--- src/rtl/fetch_stage.sv ---
// Instruction fetch stage: owns the PC, drives a 1-cycle synchronous instruction
// memory and buffers fetched words in a 2-entry FIFO toward decode.
module fetch_stage #(
    parameter logic [31:0] RESET_PC = 32'h0000_3000
) (
    input  logic        clk,
    input  logic        reset,
    output logic        imem_req,
    output logic [31:0] imem_addr,
    input  logic [31:0] imem_rdata,
    input  logic        redirect_valid,
    input  logic [31:0] redirect_pc,
    output logic        id_valid,
    input  logic        id_ready,
    output logic [31:0] id_instr,
    output logic [31:0] id_pc,
    output logic [31:0] id_pc4
);

    logic [31:0] pc;
    logic [31:0] inflight_pc;
    logic        inflight;
    logic [31:0] buf_instr [2];
    logic [31:0] buf_pc    [2];
    logic        rd_ptr;
    logic        wr_ptr;
    logic [1:0]  count;

    logic        pop;
    logic        push;
    logic        issue;
    logic [2:0]  occupancy;

    always_comb begin
        id_valid  = (count != 2'd0) & ~redirect_valid;
        pop       = id_valid & id_ready;
        push      = inflight & ~redirect_valid;
        // Slots committed once this cycle settles: buffered + in flight - leaving.
        occupancy = {1'b0, count} + {2'b00, inflight} - {2'b00, pop};
        issue     = reset & ~redirect_valid & (occupancy < 3'd2);
        imem_req  = issue;
        imem_addr = pc;
        id_instr  = buf_instr[rd_ptr];
        id_pc     = buf_pc[rd_ptr];
        id_pc4    = buf_pc[rd_ptr] + 32'd4;
    end

    always_ff @(posedge clk or negedge reset) begin
        if (!reset) begin
            pc          <= RESET_PC;
            inflight    <= 1'b0;
            inflight_pc <= '0;
            rd_ptr      <= 1'b0;
            wr_ptr      <= 1'b0;
            count       <= '0;
            for (int unsigned i = 0; i < 2; i++) begin
                buf_instr[i] <= '0;
                buf_pc[i]    <= '0;
            end
        end else if (redirect_valid) begin
            pc       <= redirect_pc & ~32'd3;
            inflight <= 1'b0;
            rd_ptr   <= 1'b0;
            wr_ptr   <= 1'b0;
            count    <= '0;
        end else begin
            inflight <= issue;
            if (issue) begin
                inflight_pc <= pc;
                pc          <= pc + 32'd4;
            end
            if (push) begin
                buf_instr[wr_ptr] <= imem_rdata;
                buf_pc[wr_ptr]    <= inflight_pc;
                wr_ptr            <= ~wr_ptr;
            end
            if (pop) begin
                rd_ptr <= ~rd_ptr;
            end
            count <= count + {1'b0, push} - {1'b0, pop};
        end
    end

endmodule

--- config.mk ---
export PLATFORM = sky130hd
export DESIGN_NAME = fetch_stage
export DESIGN_NICKNAME = d
export VERILOG_FILES = /design/src/rtl/fetch_stage.sv
export SDC_FILE = /design/constraint.sdc
export NUM_CORES = 1
export LEC_CHECK = 0
export CORE_MARGIN = 3
export CORE_UTILIZATION = 55
export DETAILED_ROUTE_END_ITERATION = 7
export HOLD_SLACK_MARGIN = 0.05
export PLACE_DENSITY = 0.94
export SLEW_MARGIN = 20
export SYNTH_ARGS = -nofsm -noshare
export SYNTH_HDL_FRONTEND = slang
export SYNTH_SLANG_ARGS = --single-unit
--- constraint.sdc ---
create_clock -name clk -period 8.07 [get_ports clk]
set_clock_uncertainty 0.2 [all_clocks]
set_input_delay 2.0175 -clock clk [delete_from_list [all_inputs] [get_ports clk]]
set_output_delay 2.0175 -clock clk [all_outputs]
set_load 0.02 [all_outputs]
After elaboration in Yosys (flattened, before gate mapping)
Cells that the tools add are included.
{ "classes": {"order_cmp": 4, "n_mux": 18, "reduce_logical": 7, "add_sub_neg": 6, "n_bitwise": 10} }
{ "ops": {"columns": ["op", "count"], "rows": [
  ["$mux W32", 9],
  ["$bwmux W64", 2],
  ["$add A32 B3 Y32 const B", 2],
  ["$demux W32 S1", 1],
  ["$reduce_bool A2 Y1", 4],
  ["$and A1 B1 Y1", 5],
  ["$mux W1", 5],
  ["$ge A2 B2 Y1 const B", 2],
  ["$not A1 Y2", 2],
  ["$reduce_and A2 Y1", 2],
  ["$add A2 B1 Y3", 1],
  ["$lt A3 B2 Y1 const B", 1],
  ["$not A1 Y1", 3],
  ["$sub A3 B1 Y3", 1],
  ["$add A2 B1 Y2", 1],
  ["$lt A2 B1 Y1 const B", 1],
  ["$mux W2", 1],
  ["$sub A2 B1 Y2", 1],
  ["$logic_and A1 B1 Y1", 1]
]} }
{ "word_totals": {"out_inout_bits": 130, "ff_bits": 197, "word_cells": 55, "in_bits": 68} }

Longest topological paths before layout
Gate-level depths: netlist (run 1).
{ "depth": {"ltp_word": 8, "ltp_mapped": 15, "mapped_depth_nobuf": 13} }

Worst setup path before layout (run 1)
OpenSTA, ideal clock, no wires.
{ "synth_timing": {"path_type": "input -> output", "startpoint": "input port redirect_valid", "endpoint": "output port imem_req", "setup_slack_ps": 1207, "required_ps": 5852, "cell_stages": 13, "t_arrival_ps": 4645, "path_buffers": 4, "path_cell_list": "clkbuf_1 > nor2_1 > nand2_1 > inv_1 > ha_1 > nand2b_1 > fa_1 > xor2_1 > or3_1 > clkbuf_1 > inv_2 > buf_2 > buf_2"} }
{ "synth_via": {"elab_chain_cells": 6, "word_cells_on_any_way": 7, "cone_classes": "add/sub (1); order compare (1); bitwise (5)"} }
{ "synth_lines": {"columns": ["item", "line_no", "text"], "rows": [
  ["start: declaration", "11", "input logic redirect_valid,"],
  ["$not A1 Y1 (no source line)", null, null],
  ["$and A1 B1 Y1", "35", "id_valid = (count != 2'd0) & ~redirect_valid;"],
  ["via id_valid", "13", "output logic id_valid,"],
  ["$and A1 B1 Y1", "36", "pop = id_valid & id_ready;"],
  ["$sub A3 B1 Y3", "39", "occupancy = {1'b0, count} + {2'b00, inflight} - {2'b00, pop};"],
  ["$lt A3 B2 Y1", "40", "issue = reset & ~redirect_valid & (occupancy < 3'd2);"],
  ["$and A1 B1 Y1", "40", null],
  ["end: declaration", "8", "output logic imem_req,"]
]} }
The timed path passes the listed nets, and every way through them passes these cells.

Worst setup path after layout (run 1)
{ "layout_timing": {"startpoint": "input port redirect_valid", "endpoint": "output port imem_req"} }
{ "layout_via": {"elab_chain_cells": 6, "word_cells_on_any_way": 7, "cone_classes": "add/sub (1); order compare (1); bitwise (5)"} }
{ "layout_lines": {"columns": ["item", "line_no"], "rows": [
  ["$not A1 Y1 (no source line) (*)", null],
  ["$and A1 B1 Y1", "35"],
  ["$and A1 B1 Y1", "36"],
  ["$sub A3 B1 Y3", "39"],
  ["$lt A3 B2 Y1", "40"],
  ["$and A1 B1 Y1 (*)", "40"]
]} }
Mark *: on every way between the ends. The rest lies on a longest branch, timed or not.

==> results of run 1 <==
[state kept, by name (all words and copies together), names as in the netlist]
| name | count |
|---|---|
| rd_ptr | 1 |
| count | 2 |
| inflight | 1 |
| imem_addr | 30 |
| buf_instr | 64 |
| buf_pc | 60 |
| wr_ptr | 1 |
| inflight_pc | 30 |
[cells in the final DEF (no fill, tap or decap), types with 3 or more instances in the layout]
cell	n
sky130_fd_sc_hd__clkdlybuf4s50_1	188
sky130_fd_sc_hd__dfrtp_1	186
sky130_fd_sc_hd__mux2_2	175
sky130_fd_sc_hd__nand2_1	151
sky130_fd_sc_hd__nand3_1	27
sky130_fd_sc_hd__nor2_1	25
sky130_fd_sc_hd__o311ai_0	24
sky130_fd_sc_hd__xnor2_1	18
sky130_fd_sc_hd__clkbuf_16	17
sky130_fd_sc_hd__inv_1	15
sky130_fd_sc_hd__xor2_1	14
sky130_fd_sc_hd__nand4_1	13
sky130_fd_sc_hd__o21ai_0	13
sky130_fd_sc_hd__nor3_1	10
sky130_fd_sc_hd__a21oi_1	7
sky130_fd_sc_hd__mux2i_1	7
sky130_fd_sc_hd__buf_4	7
sky130_fd_sc_hd__o211ai_1	6
sky130_fd_sc_hd__nand4b_1	6
sky130_fd_sc_hd__conb_1	6
sky130_fd_sc_hd__a22oi_1	5
sky130_fd_sc_hd__nor4_1	5
sky130_fd_sc_hd__ha_1	5
sky130_fd_sc_hd__clkinv_4	5
sky130_fd_sc_hd__a21o_1	4
sky130_fd_sc_hd__a221o_1	4
sky130_fd_sc_hd__a31oi_1	4
sky130_fd_sc_hd__nor2b_1	4
sky130_fd_sc_hd__inv_6	4
sky130_fd_sc_hd__and2_1	3
sky130_fd_sc_hd__nand3b_1	3
[layout make-up]
class / instances / share of cell area (%)
multi-input combinational: 566 / 35.8
inverter: 16 / 0.507
sequential: 189 / 40.0
tap: 216 / 2.28
clock buffer: 18 / 3.71
clock inverter: 14 / 1.10
timing repair buffer: 197 / 16.6
[report_power, final]
group,internal [uW],total (uW),switching (uW)
combinational,945,1820,872
sequential,1320,1630,310
clock,415,799,384
total,2680,4250,1570
[how the worst min path moves through the flow]
stage                                  to                       start
3_5_place_dp     buf_instr[5]$_DFFE_PN0P_    buf_instr[5]$_DFFE_PN0P_
5_1_grt         buf_instr[32]$_DFFE_PN0P_   buf_instr[32]$_DFFE_PN0P_
3_3_place_gp   inflight_pc[9]$_DFFE_PN0P_  inflight_pc[9]$_DFFE_PN0P_
6_report         buf_instr[6]$_DFFE_PN0P_    buf_instr[6]$_DFFE_PN0P_
4_1_cts          buf_instr[5]$_DFFE_PN0P_    buf_instr[5]$_DFFE_PN0P_
2_1_floorplan  inflight_pc[2]$_DFFE_PN0P_  inflight_pc[2]$_DFFE_PN0P_
[cell families after synthesis]
| family | after synthesis |
|---|---|
| flops | 189 |
| xor+xnor | 32 |
| simple gates | 263 |
| compound gates | 77 |
| mux | 182 |
| fa+ha+maj | 6 |
| other cells | 1 |
| buf+inv | 64 |
[per-stage QoR]
stage	instance area, sq um	setup slack, ns	hold WS, ns
2_1_floorplan	9240	1.21	0.258
3_3_place_gp	11300	0.774	0.278
3_5_place_dp	11300	0.699	0.288
4_1_cts	11800	0.661	0.304
5_1_grt	11900	0.521	0.317
6_report	11900	0.647	0.305
[routing by layer]
layer	track usage, %	vias to the layer above	share of wire [%]
met1	34.7	3500	42
li1	-	3238	-
met5	0	-	0
met4	7.67	0	2.0
met2	41.0	317	50
met3	4.57	39	6.4
[worst max-delay path, stage by stage]
cell                              delay (ns)
sky130_fd_sc_hd__clkdlybuf4s50_1        0.48
sky130_fd_sc_hd__nor2_1                 0.06
sky130_fd_sc_hd__nand2_1                0.13
sky130_fd_sc_hd__inv_1                  0.08
sky130_fd_sc_hd__ha_1                   0.28
sky130_fd_sc_hd__nand2b_1               0.16
sky130_fd_sc_hd__fa_1                   0.48
sky130_fd_sc_hd__nand2_1                0.27
sky130_fd_sc_hd__or3_2                  0.57
sky130_fd_sc_hd__inv_2                  0.08
sky130_fd_sc_hd__clkdlybuf4s50_1        0.60
==> results.sh, run 1 <==
export IMPL_routed_via_density=5.83
export IMPL_numPlacedInstances=1183
export IMPL_peakVddDrop_mv=0.200
export IMPL_synth_fa_ha_area_share_pct=0.896
export IMPL_tritoncts_clock_tree="built"
export IMPL_power_density_nw_per_um2=358
export IMPL_floorplan_core_area_sq_um=16100
export IMPL_die_h_um=135
export IMPL_achievable_frequency_mhz=135
export IMPL_detailedPlacementHpwl_um=15500
export IMPL_antenna_cells_inserted=0
export IMPL_slew_headroom_pct=24.5
export IMPL_post_synth_mux_area_share_pct=22.1
export IMPL_finish_utilization_pct=73.5
export IMPL_synth_top_area_share_pct=50.8
export IMPL_timing_final_crit_period_ns=7.42
export IMPL_final_instance_count_excl_fill=1216
export IMPL_post_synth_most_frequent_cells="sky130_fd_sc_hd__dfrtp_1 (187), sky130_fd_sc_hd__mux2_2 (175), sky130_fd_sc_hd__nand2_1 (151)"
export IMPL_gp_routability_congestion=0.870
export IMPL_synth_compound_area_share_pct=6.28
export IMPL_leakage_uw=0.00519
export IMPL_fill_cells=1068
export IMPL_setup_tns_ns=0
export IMPL_route_vias_total=7094
export IMPL_detailed_route_wire_length_um=22800
export IMPL_grt_use_total_pct=25.2
export IMPL_netlist_area_sq_um=9220
export IMPL_die_area_sq_um=18400
export IMPL_crit_required_ns=5.85
export IMPL_synth_warning_count=0
export IMPL_cts_hold_buffers=0
export IMPL_synth_xor_xnor_area_share_pct=3.04
export IMPL_synth_sequential_area_ratio_pct=51.3
export IMPL_critPathLaunchType="primary input"
export IMPL_holdCritPathClass="register to register"
export IMPL_cts_setup_buffers=0
export IMPL_tightest_slew_ns=1.13
export IMPL_cts_htree_levels=4
export IMPL_synth_async_sr_flop_share_pct=100
export IMPL_synth_seq_cells=189
export IMPL_initial_antenna_violation_count=0
export IMPL_rrSetupSlack_ns=3.78
export IMPL_setup_worst_path_class="primary input to output pin"
export IMPL_worst_endpoint_arrival_ns=5.21
export IMPL_max_clock_path_buffers=2
export IMPL_crit_fanout=12
export IMPL_timing_critical_path_to="imem_req"
export IMPL_synthToLayoutAreaGrowth_pct=28.6
export IMPL_register_area_sq_um=4740
export IMPL_post_route_period_util_pct=92.0
export IMPL_first_global_vias=7081
export IMPL_maxCapViolations=0
export IMPL_reg2reg_from="count[1]$_DFF_PN0_"
export IMPL_global_route_wire_length_before_repair_um=36900
export IMPL_syn_mean_instance_area_sq_um=11.3
export IMPL_cp_capture_type="output pin"
export IMPL_yosys_cell_count_top_type="sky130_fd_sc_hd__dfrtp_1"
export IMPL_rsz0062_at_grt="false"
export IMPL_yosys_cell_types_count=52
export IMPL_timing_critical_path_from="redirect_valid"
export IMPL_drt_first_pass_iters=5
export IMPL_reg2reg_depth=14
export IMPL_post_synth_main_area_contributors="sky130_fd_sc_hd__dfrtp_1 (51%), sky130_fd_sc_hd__mux2_2 (21%), sky130_fd_sc_hd__nand2_1 (6.1%)"
export IMPL_cts_repair_resized=0
export IMPL_clock_tree_root_cell="sky130_fd_sc_hd__clkbuf_16"
export IMPL_route_detailed_wl_per_inst_um=18.8
export IMPL_final_nets=1061
export IMPL_clock_latency_ns=0.43
export IMPL_post_route_cells_drive_above_1_share_pct=23.1
export IMPL_cts_sinks=189
export IMPL_synth_top_area_cell="sky130_fd_sc_hd__dfrtp_1"
export IMPL_area_of_the_multi_input_gates_sq_um=4240
export IMPL_synthSimpleGateAreaFrac_pct=13.3
export IMPL_largest_family_of_logic_cells_by_synthesized_area="multiplexers"
export IMPL_core_rowCount=46
export IMPL_drt_first_iter_violations=616
export IMPL_power_total_uw=4250
export IMPL_finalSetupViolCount=0
export IMPL_hold_violations=0
export IMPL_cts_buffers_inserted=17
export IMPL_grt_start_max_net_pins=93
export IMPL_whs_path_depth=1
export IMPL_syn_inst=814
export IMPL_drcViolationCount=0
export IMPL_io_pins=198
export IMPL_synth_enable_flop_cells=0
export IMPL_die_w_um=135
export IMPL_clkSlewWorstSetupHoldPaths_ns=0.07
export IMPL_slew_viol_final=0
export IMPL_initial_utilization_pct=57.2
export IMPL_detail_route_antenna_nets=0
export IMPL_gr_total_overflow=0
export IMPL_ys_dominant_reg_cell="sky130_fd_sc_hd__dfrtp_1"
export IMPL_worst_r2r_endpoint="imem_addr[28]$_DFFE_PN0P_"
export IMPL_io_buffer_count=189
export IMPL_outcome="finished, final reports clean"
No activity file was read; power rests on OpenSTA's default activity.
==> run 2: changes to the inputs <==
Settings changed: ABC_AREA set to 1, PLACE_DENSITY 0.94 to 0.93.
==> run 2 against run 1 <==
First-iteration DRC count grew 36%. Sequential power is 6% lower. Combinational power grew 3%. Non-clock buffer count rose by 1. Highest routed layer unchanged. Largest cell class unchanged. Clock power increased by 3.6%.
==> results.sh, run 2 <==
export IMPL_timing_final_crit_period_ns=6.97
export IMPL_die_h_um=140
export IMPL_cts_buffers_inserted=17
export IMPL_cp_capture_type="output pin"
export IMPL_slew_viol_final=0
export IMPL_fill_cells=1302
export IMPL_detailedPlacementHpwl_um=18100
export IMPL_yosys_cell_types_count=37
export IMPL_floorplan_core_area_sq_um=17400
export IMPL_synth_sequential_area_ratio_pct=48.3
export IMPL_hold_violations=0
export IMPL_global_route_wire_length_before_repair_um=43100
export IMPL_setup_worst_path_class="primary input to output pin"
export IMPL_rrSetupSlack_ns=4.11
export IMPL_syn_inst=1312
export IMPL_tightest_slew_ns=1.11
export IMPL_detail_route_antenna_nets=0
export IMPL_final_cell_mix="sky130_fd_sc_hd__nand2_1 (499), sky130_fd_sc_hd__clkdlybuf4s50_1 (188), sky130_fd_sc_hd__dfrtp_1 (186), sky130_fd_sc_hd__o21ai_0 (168), sky130_fd_sc_hd__inv_1 (130)"
export IMPL_largest_registers_ranked_by_flip_flop_count="buf_instr x64, buf_pc x60"
export IMPL_synth_seq_cells=189
export IMPL_synth_top_area_cell="sky130_fd_sc_hd__dfrtp_1"
export IMPL_crit_fanout=3
export IMPL_post_synth_most_frequent_cells="sky130_fd_sc_hd__nand2_1 (499), sky130_fd_sc_hd__dfrtp_1 (187), sky130_fd_sc_hd__o21ai_0 (168)"
export IMPL_slowest_library_cell_on_the_worst_path="sky130_fd_sc_hd__clkdlybuf4s50_1"
export IMPL_drt_first_iter_violations=838
export IMPL_final_instance_count_excl_fill=1712
export IMPL_finalSetupViolCount=0
export IMPL_crit_required_ns=5.85
export IMPL_netSwitchingPower_uw=1760
export IMPL_setup_tns_ns=0
export IMPL_tritoncts_clock_tree="built"
export IMPL_cts_sinks=189
export IMPL_finish_utilization_pct=71.1
export IMPL_core_rowCount=48
export IMPL_io_pins=198
export IMPL_worstPathCellList="clkdlybuf4s50_1 -> nor2_1 -> nand2_1 -> inv_1 -> ha_1 -> or2_2 -> fa_1 -> nand2_1 -> nor2_1 -> nand2_2 -> clkinv_1 -> clkdlybuf4s50_1"
export IMPL_power_density_nw_per_um2=345
export IMPL_cts_hold_buffers=0
export IMPL_largest_register_ff_count=64
export IMPL_detailed_route_wire_length_um=26000
export IMPL_synth_enable_flop_cells=0
export IMPL_clock_latency_ns=0.44
export IMPL_regMostFlops="buf_instr"
export IMPL_power_frac_clock_pct=19.5
export IMPL_final_nets=1548
export IMPL_antenna_cells_inserted=0
export IMPL_post_route_period_util_pct=86.3
export IMPL_synth_top_area_share_pct=47.7
export IMPL_slowest_delay_ns=0.60
export IMPL_post_route_cells_drive_above_1_share_pct=6.79
export IMPL_critPathLaunchType="primary input"
export IMPL_route_vias_total=9197
export IMPL_worst_r2r_endpoint="imem_addr[21]$_DFFE_PN0P_"
export IMPL_placement_setup_worst_slack_ns=1.11
export IMPL_grt_start_max_net_pins=125
export IMPL_holdCritPathClass="register to register"
export IMPL_reg2reg_depth=16
export IMPL_io_buffer_count=189
export IMPL_outcome="finished, final reports clean"
export IMPL_drcViolationCount=0
export IMPL_timing_critical_path_from="redirect_valid"
export IMPL_most_common_cell_after_layout_fill_and_taps_aside="sky130_fd_sc_hd__nand2_1"
export IMPL_route_detailed_wl_per_inst_um=15.2
export IMPL_yosys_cell_count_top_type="sky130_fd_sc_hd__nand2_1"
export IMPL_setup_ws_ns=1.10
export IMPL_cts_htree_levels=4
export IMPL_initial_antenna_violation_count=0
export IMPL_first_global_vias=8774
export IMPL_internal_power_uw=2490
export IMPL_die_area_sq_um=19500
export IMPL_timing_critical_path_to="imem_req"
export IMPL_max_clock_path_buffers=2
export IMPL_synth_async_sr_flop_share_pct=100
export IMPL_clkSlewWorstSetupHoldPaths_ns=0.07
export IMPL_gr_total_overflow=0
export IMPL_drt_first_pass_iters=5
export IMPL_synthToLayoutAreaGrowth_pct=25.8
export IMPL_syn_mean_instance_area_sq_um=7.47
export IMPL_worst_endpoint_arrival_ns=4.75
export IMPL_gp_routability_congestion=0.937
export IMPL_p_comb_share_pct=44.3
export IMPL_post_synth_main_area_contributors="sky130_fd_sc_hd__dfrtp_1 (48%), sky130_fd_sc_hd__nand2_1 (19%), sky130_fd_sc_hd__o21ai_0 (8.6%)"
export IMPL_die_w_um=140
export IMPL_numPlacedInstances=1680
export IMPL_routed_via_density=5.37
export IMPL_p_seq_share_pct=36.2
export IMPL_cts_setup_buffers=0
export IMPL_rsz0062_at_grt="false"
export IMPL_peakVddDrop_mv=0.217
export IMPL_cts_repair_resized=0
export IMPL_maxCapViolations=0
export IMPL_reg2reg_from="count[1]$_DFF_PN0_"
export IMPL_leakage_uw=0.00584
export IMPL_achievable_frequency_mhz=144
export IMPL_ys_dominant_reg_cell="sky130_fd_sc_hd__dfrtp_1"
export IMPL_grt_use_total_pct=26.9
export IMPL_slew_headroom_pct=26.0
export IMPL_synth_warning_count=0
export IMPL_initial_utilization_pct=56.5
export IMPL_switching_power_share_of_the_total_pct=41.4
export IMPL_netlist_area_sq_um=9810
export IMPL_clock_tree_root_cell="sky130_fd_sc_hd__clkbuf_16"
## run 2: changes by cell type after synthesis, sizes merged, moves of 10 or more
cell,previous run,this run
inv,16,131
xnor2,18,8
o21ai,13,172
nand2,152,531
o311ai,24,0
buf,22,37
nor2,26,92
nand3,29,53
mux2,175,0
## run 2: cell type report
class,count,area (sq um),area share [%]
sequential,189,4730,38.4
multi-input combinational,934,4270,34.6
inverter,134,504,4.09
tap,225,282,2.28
clock buffer,17,425,3.45
clock inverter,15,163,1.32
timing repair buffer,198,1960,15.9
## run 2: how the worst min path moves through the flow
| stage | to | from | slack, ns | cells past startpoint |
|---|---|---|---|---|
| 6_report | buf_pc[2]$_DFFE_PN0P_ | buf_pc[2]$_DFFE_PN0P_ | 0.29 | 2 |
| 5_1_grt | buf_pc[50]$_DFFE_PN0P_ | buf_pc[50]$_DFFE_PN0P_ | 0.31 | 2 |
| 4_1_cts | buf_pc[28]$_DFFE_PN0P_ | buf_pc[28]$_DFFE_PN0P_ | 0.29 | 2 |
| 3_5_place_dp | buf_pc[28]$_DFFE_PN0P_ | buf_pc[28]$_DFFE_PN0P_ | 0.27 | 2 |
| 3_3_place_gp | buf_pc[31]$_DFFE_PN0P_ | buf_pc[31]$_DFFE_PN0P_ | 0.26 | 2 |
| 2_1_floorplan | buf_pc[31]$_DFFE_PN0P_ | buf_pc[31]$_DFFE_PN0P_ | 0.25 | 2 |
## run 2: routing by layer
layer  global-route usage, %  up-vias  part of all wire (%)  routed length (um)
met4                    7.65        0                   2.0                 522
li1                        -     4426                     -                   -
met2                    43.3      400                    48               12400
met3                    5.29       49                   7.2                1880
met1                    37.4     4322                    43               11200
met5                       0        -                     0                   0
## run 2: cells by family (layout without fill, tap and decap cells)
group	Yosys count	after routing	share of synthesized area, %
XOR/XNOR	26	26	2.32
other	1	6	0.0382
buffers and inverters	194	364	8.56
flip-flops	189	189	48.3
AND/OR/NAND/NOR	703	703	29.7
AO/OA/AOI/OAI	193	193	10.3
adder cells (fa/ha/maj)	6	6	0.842
## run 2: power groups by stage
stage / Combinational, uW / Sequential (uW) / Clock (uW)
4_1_cts: 1890 / 1540 / 837
3_3_place_gp: 1820 / 1520 / 0
5_1_grt: 2060 / 1580 / 880
6_report: 1880 / 1540 / 828
2_1_floorplan: 1060 / 1520 / 0
3_5_place_dp: 1870 / 1550 / 0
## run 2: worst max-delay path: cells and delay by family
kind | cells | cell delay (ns)
adders and majority gates | 2 | 0.72
and+or+nand+nor | 6 | 0.82
buffers and inverters | 4 | 1.18
## run 2: stage by stage
stage          hold slack [ns]  cell area, sq um  power, uW
5_1_grt                  0.306             12300       4520
3_5_place_dp             0.273             11700       3420
3_3_place_gp             0.260             11700       3340
2_1_floorplan            0.246              9830       2570
6_report                 0.286             12300       4250
4_1_cts                  0.290             12300       4260
==> run 3: changes to the inputs <==
Clock period 8.07 ns to 9.1 ns, I/O delays scaled along.
==> run 3 against run 2 <==
Combinational power shrank 11%. First-iteration DRC count grew 9.2%. Clock power shrank 10%. Sequential cell count is the same. Register-to-register slack gained 1.0 ns. Routed wire length shrank 0.92%. Critical path depth is the same. Power shrank 11%. Count of clock-buffer cells in the layout is the same. Critical endpoint unchanged.
==> results.sh, run 3 (synthesized netlist as in run 2, its figures left out) <==
export IMPL_crit_fanout=27
export IMPL_core_rowCount=48
export IMPL_grt_use_total_pct=26.0
export IMPL_tightest_slew_ns=0.982
export IMPL_holdPathEnd="buf_pc[37]$_DFFE_PN0P_"
export IMPL_finalSetupViolCount=0
export IMPL_drt_first_pass_iters=5
export IMPL_synthToLayoutAreaGrowth_pct=25.8
export IMPL_tritoncts_clock_tree="built"
export IMPL_slew_viol_final=0
export IMPL_setup_tns_ns=0
export IMPL_cts_htree_levels=4
export IMPL_finish_utilization_pct=71.1
export IMPL_largest_register_ff_count=64
export IMPL_reg2reg_depth=16
export IMPL_drt_first_iter_violations=915
export IMPL_timing_critical_path_from="redirect_valid"
export IMPL_p_comb_share_pct=44.2
export IMPL_post_route_period_util_pct=89.5
export IMPL_die_area_sq_um=19500
export IMPL_outcome="finished, final reports clean"
export IMPL_initial_antenna_violation_count=0
export IMPL_global_route_wire_length_before_repair_um=41800
export IMPL_clock_tree_root_cell="sky130_fd_sc_hd__clkbuf_16"
export IMPL_floorplan_core_area_sq_um=17400
export IMPL_slew_headroom_pct=34.5
export IMPL_die_h_um=140
export IMPL_whs_path_depth=2
export IMPL_drcViolationCount=0
export IMPL_critPathLaunchType="primary input"
export IMPL_worst_r2r_endpoint="imem_addr[21]$_DFFE_PN0P_"
export IMPL_fill_cells=1313
export IMPL_achievable_frequency_mhz=123
export IMPL_grt_start_max_net_pins=99
export IMPL_rsz0062_at_grt="false"
export IMPL_cts_setup_buffers=0
export IMPL_max_clock_path_buffers=2
export IMPL_leakage_uw=0.00584
export IMPL_power_frac_clock_pct=19.7
export IMPL_routed_via_density=5.31
export IMPL_cts_repair_resized=0
export IMPL_io_buffer_count=189
export IMPL_crit_required_ns=6.63
export IMPL_cts_buffers_inserted=17
export IMPL_reg2reg_from="count[1]$_DFF_PN0_"
export IMPL_switching_power_share_of_the_total_pct=40.8
export IMPL_most_common_cell_after_layout_fill_and_taps_aside="sky130_fd_sc_hd__nand2_1"
export IMPL_largest_registers_ranked_by_flip_flop_count="buf_instr x64, buf_pc x60"
export IMPL_peakVddDrop_mv=0.181
export IMPL_clock_latency_ns=0.43
export IMPL_critical_path_top_delay_family="buffers and inverters"
export IMPL_detailedPlacementHpwl_um=18000
export IMPL_cts_hold_buffers=0
export IMPL_detailed_route_wire_length_um=25800
export IMPL_cts_sinks=189
export IMPL_post_route_cell_area_sq_um=12300
export IMPL_critPathBufInv=4
export IMPL_worst_hold_startpoint="buf_pc[37]$_DFFE_PN0P_"
export IMPL_die_w_um=140
export IMPL_internal_power_uw=2230
export IMPL_post_route_cells_drive_above_1_share_pct=6.73
export IMPL_p_seq_share_pct=36.1
export IMPL_regMostFlops="buf_instr"
export IMPL_gp_routability_congestion=0.923
export IMPL_numPlacedInstances=1679
export IMPL_timing_final_crit_period_ns=8.14
export IMPL_worst_endpoint_arrival_ns=5.67
export IMPL_cp_capture_type="output pin"
export IMPL_first_global_vias=8594
export IMPL_route_detailed_wl_per_inst_um=15.1
export IMPL_placed_area_sq_um=11700
export IMPL_setup_worst_path_class="primary input to output pin"
export IMPL_slowest_library_cell_on_the_worst_path="sky130_fd_sc_hd__clkdlybuf4s50_1"
export IMPL_holdCritPathClass="register to register"
export IMPL_rrSetupSlack_ns=5.16
export IMPL_crit_cells=12
export IMPL_netSwitchingPower_uw=1540
export IMPL_maxCapViolations=0
export IMPL_slowest_delay_ns=0.77
export IMPL_power_density_nw_per_um2=306
export IMPL_final_instance_count_excl_fill=1711
export IMPL_final_nets=1547
export IMPL_clkSlewWorstSetupHoldPaths_ns=0.07
export IMPL_worstPathCellList="clkdlybuf4s50_1 -> nor2_1 -> nand2_1 -> inv_1 -> ha_1 -> or2_2 -> fa_1 -> nand2_1 -> nor2_1 -> nand2_2 -> clkinv_1 -> clkdlybuf4s50_1"
export IMPL_final_cell_mix="sky130_fd_sc_hd__nand2_1 (499), sky130_fd_sc_hd__clkdlybuf4s50_1 (188), sky130_fd_sc_hd__dfrtp_1 (186), sky130_fd_sc_hd__o21ai_0 (168), sky130_fd_sc_hd__inv_1 (130)"
export IMPL_antenna_cells_inserted=0
export IMPL_initial_utilization_pct=56.5
export IMPL_gr_total_overflow=0
export IMPL_hold_violations=0
export IMPL_io_pins=198
export IMPL_route_vias_total=9092
export IMPL_detail_route_antenna_nets=0
-- run 3: changes by cell type in the layout (fill, tap and decap cells not counted), sizes merged --
cell | before | now
buf | 10 | 9
bufinv | 0 | 1
clkinv | 7 | 6
clkinvlp | 1 | 0
inv | 141 | 142
-- run 3: metal layers --
layer,track usage [%],wire length (um)
met1,36.5,11000
met2,42.8,12600
met3,4.09,1860
met4,6.63,373
met5,0,0
-- run 3: layout make-up --
class	count	area, sq um	area share [%]
sequential	189	4730	38.4
inverter	134	504	4.09
multi-input combinational	934	4270	34.6
timing repair buffer	197	1960	15.9
clock inverter	15	170	1.38
clock buffer	17	425	3.45
tap	225	282	2.28
-- run 3: power groups by stage --
stage / Combinational [uW] / Sequential [uW] / Clock [uW]
floorplan: 936 / 1340 / 0
global placement: 1610 / 1350 / 0
detailed placement: 1660 / 1370 / 0
CTS: 1670 / 1360 / 755
global route: 1820 / 1400 / 791
finish: 1670 / 1360 / 744
-- run 3: how the worst max path moves through the flow --
stage                     endpoint
after CTS                 imem_req
final                     imem_req
after global routing      imem_req
after detailed placement  imem_req
after global placement    imem_req
after floorplan           imem_req
-- run 3: stage by stage --
step	total power, uW	hold WS, ns	setup slack (ns)
after floorplan	2280	0.246	2.02
after global placement	2960	0.259	1.04
after detailed placement	3030	0.272	0.982
after CTS	3790	0.290	0.974
after global routing	4010	0.307	0.789
final	3770	0.286	0.956
-- run 3: worst reg2reg max path, cell delays in order (launching register included) --
cell and delay [ns]:
sky130_fd_sc_hd__dfrtp_1 0.45, sky130_fd_sc_hd__nor2_1 0.16, sky130_fd_sc_hd__nor2_1 0.08, sky130_fd_sc_hd__nand2_1 0.12, sky130_fd_sc_hd__inv_1 0.08, sky130_fd_sc_hd__ha_1 0.26
sky130_fd_sc_hd__or2_2 0.30, sky130_fd_sc_hd__fa_1 0.48, sky130_fd_sc_hd__nand2_1 0.05, sky130_fd_sc_hd__nor2_1 0.12, sky130_fd_sc_hd__nand2_2 0.07, sky130_fd_sc_hd__buf_4 0.33
sky130_fd_sc_hd__nand2_2 0.40, sky130_fd_sc_hd__clkinv_1 0.36, sky130_fd_sc_hd__nand2_1 0.14, sky130_fd_sc_hd__nand2_1 0.07, sky130_fd_sc_hd__nand3b_1 0.15
